<file path="config.mk">
export PLATFORM = sky130hd
export DESIGN_NAME = vga_sync_decoder
export DESIGN_NICKNAME = d
export VERILOG_FILES = /design/src/rtl/vga_sync_decoder.sv
export SDC_FILE = /design/constraint.sdc
export NUM_CORES = 1
export LEC_CHECK = 0
export BUFFER_PORTS_ARGS = -buffer_cell sky130_fd_sc_hd__clkbuf_2
export CAP_MARGIN = 30
export CORE_MARGIN = 1.5
export CORE_UTILIZATION = 50
export DETAILED_ROUTE_END_ITERATION = 6
export HOLD_SLACK_MARGIN = 0.15
export PLACE_DENSITY = 0.71
export SETUP_SLACK_MARGIN = 0.2
export SYNTH_ARGS = -nofsm -noshare
export SYNTH_HDL_FRONTEND = slang
export SYNTH_SLANG_ARGS = --single-unit
</file>
<file path="constraint.sdc">
create_clock -name clk -period 3.37 [get_ports clk]
set_clock_uncertainty 0.15 [all_clocks]
set_input_delay 0 -clock clk [delete_from_list [all_inputs] [get_ports clk]]
set_output_delay 0 -clock clk [all_outputs]
set_load 0.01 [all_outputs]
</file>
<file path="src/rtl/vga_sync_decoder.sv">
// VGA timing decoder: locks onto hsync/vsync, emits active-area coordinates and pixels.
// Optional error counter enabled by defining VGA_SYNC_DECODER_ERRCNT_EN.
module vga_sync_decoder #(
  parameter int unsigned H_SYNC   = 96,
  parameter int unsigned H_BACK   = 48,
  parameter int unsigned H_ACTIVE = 640,
  parameter int unsigned H_TOTAL  = 800,
  parameter int unsigned V_SYNC   = 2,
  parameter int unsigned V_BACK   = 33,
  parameter int unsigned V_ACTIVE = 480,
  parameter int unsigned V_TOTAL  = 525,
  parameter logic        SYNC_POL = 1'b1
) (
  input  logic        clk,
  input  logic        rst_n,
  input  logic        hsync,
  input  logic        vsync,
  input  logic [15:0] rgb,
  output logic [9:0]  pix_x,
  output logic [9:0]  pix_y,
  output logic [15:0] pix_data,
  output logic        pix_valid,
  output logic        frame_start,
  output logic        locked,
  output logic        err,
  output logic [7:0]  err_cnt
);

  localparam int unsigned HW      = 11;
  localparam int unsigned VW      = 10;
  localparam int unsigned H_START = H_SYNC + H_BACK;
  localparam int unsigned H_END   = H_START + H_ACTIVE - 1;
  localparam int unsigned V_START = V_SYNC + V_BACK;
  localparam int unsigned V_END   = V_START + V_ACTIVE - 1;

  typedef enum logic [1:0] {SEEK, TRACK, LOCKED} state_t;

  state_t          state;
  logic            s1_hs, s1_vs, s1_hs_d, s1_vs_d;
  logic [15:0]     s1_rgb;
  logic [HW-1:0]   h_cnt, h_nx_c;
  logic [VW-1:0]   v_cnt, v_nx_c;
  logic            h_edge_c, v_edge_c;
  logic            line_bad_c, frame_bad_c, mismatch_c, live_err_c;
  logic            in_win_c, keep_lock_c, first_pix_c;

  // Edge detection, counter next values, timing checks and window decode
  always_comb begin
    h_edge_c    = (s1_hs == SYNC_POL) && (s1_hs_d != SYNC_POL);
    v_edge_c    = (s1_vs == SYNC_POL) && (s1_vs_d != SYNC_POL);
    h_nx_c      = h_cnt;
    v_nx_c      = v_cnt;
    if (h_edge_c)
      h_nx_c = '0;
    else if (h_cnt != '1)
      h_nx_c = h_cnt + HW'(1);
    if (v_edge_c)
      v_nx_c = '0;
    else if (h_edge_c)
      v_nx_c = v_cnt + VW'(1);
    // Without an edge, stepping past H_TOTAL-1 is a line timeout
    line_bad_c  = h_edge_c ? (h_cnt != HW'(H_TOTAL - 1)) : (h_cnt == HW'(H_TOTAL - 1));
    frame_bad_c = v_edge_c && (v_cnt != VW'(V_TOTAL - 1));
    mismatch_c  = line_bad_c || frame_bad_c;
    live_err_c  = mismatch_c && (state != SEEK);
    in_win_c    = (h_nx_c >= HW'(H_START)) && (h_nx_c <= HW'(H_END)) &&
                  (v_nx_c >= VW'(V_START)) && (v_nx_c <= VW'(V_END));
    // True exactly when the next state is LOCKED
    keep_lock_c = !mismatch_c &&
                  ((state == LOCKED) || ((state == TRACK) && v_edge_c));
    first_pix_c = (h_nx_c == HW'(H_START)) && (v_nx_c == VW'(V_START));
  end

  // Stage 1 capture, counters, FSM and stage 2 outputs
  always_ff @(posedge clk or negedge rst_n) begin
    if (!rst_n) begin
      s1_hs       <= 1'b0;
      s1_vs       <= 1'b0;
      s1_hs_d     <= 1'b0;
      s1_vs_d     <= 1'b0;
      s1_rgb      <= '0;
      h_cnt       <= '0;
      v_cnt       <= '0;
      state       <= SEEK;
      pix_x       <= '0;
      pix_y       <= '0;
      pix_data    <= '0;
      pix_valid   <= 1'b0;
      frame_start <= 1'b0;
      locked      <= 1'b0;
      err         <= 1'b0;
    end else begin
      s1_hs   <= hsync;
      s1_vs   <= vsync;
      s1_hs_d <= s1_hs;
      s1_vs_d <= s1_vs;
      s1_rgb  <= rgb;
      h_cnt   <= h_nx_c;
      v_cnt   <= v_nx_c;

      case (state)
        SEEK:    if (v_edge_c) state <= TRACK;
        TRACK:   if (mismatch_c) state <= SEEK;
                 else if (v_edge_c) state <= LOCKED;
        LOCKED:  if (mismatch_c) state <= SEEK;
        default: state <= SEEK;
      endcase

      locked      <= keep_lock_c;
      err         <= live_err_c;
      pix_valid   <= keep_lock_c && in_win_c;
      frame_start <= keep_lock_c && in_win_c && first_pix_c;
      if (keep_lock_c && in_win_c) begin
        pix_x    <= 10'(h_nx_c - HW'(H_START));
        pix_y    <= 10'(v_nx_c - VW'(V_START));
        pix_data <= s1_rgb;
      end
    end
  end

`ifdef VGA_SYNC_DECODER_ERRCNT_EN
  // Saturating count of reported mismatches; cleared only by reset
  always_ff @(posedge clk or negedge rst_n) begin
    if (!rst_n)
      err_cnt <= '0;
    else if (live_err_c && (err_cnt != 8'hFF))
      err_cnt <= err_cnt + 8'd1;
  end
`else
  assign err_cnt = '0;
`endif

endmodule

</file>
==> results.json <==
{
  "grt_max_degree": 67,
  "min_period_over_period": 0.9769,
  "vdd_drop_max_mv": 0.2910,
  "die_area_mm2": 0.008412,
  "cts_tree": "done",
  "worst_setup_path_start_kind": "flip-flop",
  "grt_setup_unrepaired": "true",
  "fp.coreArea_mm2": 0.007687,
  "area_delta_synth_final_pct": 40.22,
  "ys.flop_type": "dfrtp_1",
  "final_common_cell": "dfrtp_1",
  "nFillCells": 488,
  "slew-limit-headroom": 0.4729,
  "nets": 499,
  "dieHeight_um": 91.72,
  "p_seq_frac": 0.475,
  "cts_root_buffer": "clkbuf_8",
  "drt-pass1-iter-count": 5,
  "row_count": 32,
  "cp_data_arrival_time_ps": 3460,
  "wl_um": 11240,
  "cp_max_fo": 6,
  "internal_power_w": 0.001635,
  "initial_utilization": 0.5119,
  "ios": 68,
  "max_slew.worst_pin.slew_ps": 788.1,
  "worstSetupPathType": "reg2reg",
  "ys_seq_area_frac": 0.5278,
  "outcome": "completed",
  "diodes": 0,
  "dp_hpwl_um": 5693,
  "path_clk_slew_ps": 100,
  "cpPeakStageDelay_ps": 560,
  "syn_area_mm2": 0.003935,
  "setup_viol": 0,
  "clock_latency_ps": 380,
  "layout_min_cycle_time_ps": 3292,
  "antenna_found_initial": 0,
  "sw_frac_of_total": 0.2830,
  "port_buffers": 59,
  "p_clk_frac": 0.377,
  "ys_ff_latch": 83,
  "layout_common_cells": "dfrtp_1 (77), clkbuf_2 (58), dlygate4sd3_1 (39)",
  "power_switching_w": 0.0006453,
  "die_x_um": 91.72,
  "wl_per_cell_um": 19.44,
  "drc": 0,
  "slew_violations": 0,
  "seqCellArea_mm2": 0.002085,
  "grt_pass1_vias": 3084,
  "first_iter_violations": 262,
  "fmax_ghz": 0.3038,
  "worst_path_max_delay_cell": "or4_4",
  "htreeDepth": 3,
  "avgSynthCellArea_um2": 11.85,
  "max_cap_violations": 0,
  "cts_sinks": 83,
  "pwr-share-comb": 0.148,
  "cp_data_required_time_ps": 3540,
  "globalplace.congestion": 0.8580,
  "utilization": 0.7178,
  "async_flop_share": 1.000,
  "cts_buffers": 9,
  "p_leak_nw": 2.774,
  "totalPowerFinal_w": 0.002280,
  "cts_buffer_depth": 2,
  "synth_cell_type_count": 51,
  "syn_inst": 332,
  "layout-drive-gt1-share": 0.4055,
  "holdCritPathClass": "reg2reg",
  "dr_total_vias": 3181,
  "critPathCaptureType": "flip-flop",
  "synth_edf_count": 0,
  "vias_per_cell": 5.503,
  "gr-total-overflow": 0,
  "multi_input_area_mm2": 0.001857,
  "ant_nets": 0,
  "ys_warn_count": 0,
  "grt_pass1_wl_um": 15860,
  "cp_cell_sequence": "buf_6 -> nand4b_1 -> buf_4 -> nor2_2 -> xor2_1 -> nand2_1 -> inv_1 -> or4_4 -> mux2i_4 -> o2111ai_4 -> buf_12 -> buf_12 -> nor4_2 -> buf_4",
  "finalHoldViolCount": 0,
  "track_usage": 0.2459,
  "powerDensity_mw_per_mm2": 413.3
}
state kept, by name (all words and copies together), names as in the netlist, 2 cells and up:
register  flops
pix_y        10
v_cnt        10
pix_x        10
s1_rgb       16
h_cnt        11
pix_data     16
state         2
cell type report:
cell class              instances  area share
multi-input cells             218      0.3365
clock inverters                 7     0.01973
clock buffers                   9     0.02245
flip-flops and latches         83      0.3778
inverters                      18     0.01270
well taps                     102     0.02313
repair buffers                141      0.2077
worst paths after layout:
kind	from	end	slack [ps]	cells past startpoint
max reg2reg	v_cnt[1]$_DFF_PN0_	frame_start$_DFF_PN0_	80	14
min	s1_vs$_DFF_PN0_	s1_vs_d$_DFF_PN0_	270	0
max	v_cnt[1]$_DFF_PN0_	frame_start$_DFF_PN0_	80	14
min reg2reg	s1_vs$_DFF_PN0_	s1_vs_d$_DFF_PN0_	270	0
min in group asynchronous	rst_n	pix_data[4]$_DFFE_PN0P_	550	4
max in group asynchronous	rst_n	h_cnt[10]$_DFF_PN0_	1310	4
kinds of logic after synthesis:
family / after synthesis / share of synthesized area
AND/OR/NAND/NOR: 96 / 0.1383
XOR/XNOR: 19 / 0.04229
buffers and inverters: 38 / 0.05151
flip-flops: 83 / 0.5278
AO/OA/AOI/OAI: 46 / 0.07918
other: 1 / 0.0009530
adder cells (fa/ha/maj): 8 / 0.02544
multiplexers: 41 / 0.1345
timing repair:
item,in CTS,in global routing
pin swaps,0,10
gates resized for setup,5,37
hold buffers,39,0
buffers inserted,0,15
endpoints found under the hold margin,101,0
gates cloned,0,5
endpoints found under the setup margin,35,37
worst max-delay path: cells and delay by family (launching register included):
kind,cells,cell delay [ps]
simple gates,5,1260
buf+inv,6,950
flops,1,430
mux,1,200
compound gates,1,170
xor+xnor,1,90
metrics by stage:
stage | setup TNS [ps] | std cells | cell area [um2] | hold slack [ps] | worst slack (ps)
finish | 0 | 578 | 5518 | 269.9 | 77.88
global route | -4.410 | 578 | 5518 | 280.4 | -4.410
CTS | 0 | 558 | 5124 | 264.8 | 143.5
detailed placement | 0 | 503 | 4487 | -252.9 | 152.5
global placement | 0 | 502 | 4459 | -42.05 | 238.9
floorplan | 0 | 339 | 3961 | -445.6 | 236.5
power groups by stage:
| stage | Clock [W] | Combinational, W | Sequential, W |
|---|---|---|---|
| 4_1_cts | 0.000844 | 0.000272 | 0.00108 |
| 3_3_place_gp | 0 | 0.000228 | 0.00109 |
| 2_1_floorplan | 0 | 0.000149 | 0.00108 |
| 6_report | 0.000860 | 0.000337 | 0.00108 |
| 3_5_place_dp | 0 | 0.000234 | 0.00109 |
| 5_1_grt | 0.000896 | 0.000365 | 0.00109 |
metal layers:
layer	vias up	GRT usage	share of wire
li1	1425	-	-
met3	35	0.05390	0.055
met5	-	0	0
met2	129	0.3999	0.50
met1	1592	0.3259	0.41
met4	0	0.08718	0.036
cell usage after synthesis, drive strengths merged, types with 3 or more instances:
master	number	area [um2]
a21oi	14	70.07
o21ai	11	55.05
nand2	14	52.55
nand3	8	40.04
mux2	35	469.2
mux2i	6	60.06
xor2	5	43.79
dfrtp	83	2077
nor2b	4	25.02
nand4	9	71.32
ha	8	100.1
a31oi	5	31.28
xnor2	14	122.6
o211ai	4	35.03
inv	18	67.56
buf	16	120.1
nand2b	9	58.81
nor2	23	86.33
and2	4	25.02
nor3	3	15.01
nor4	6	37.54
clkbuf	4	15.01
or3	3	18.77
Note: power is estimated with default switching activity, not from simulation.
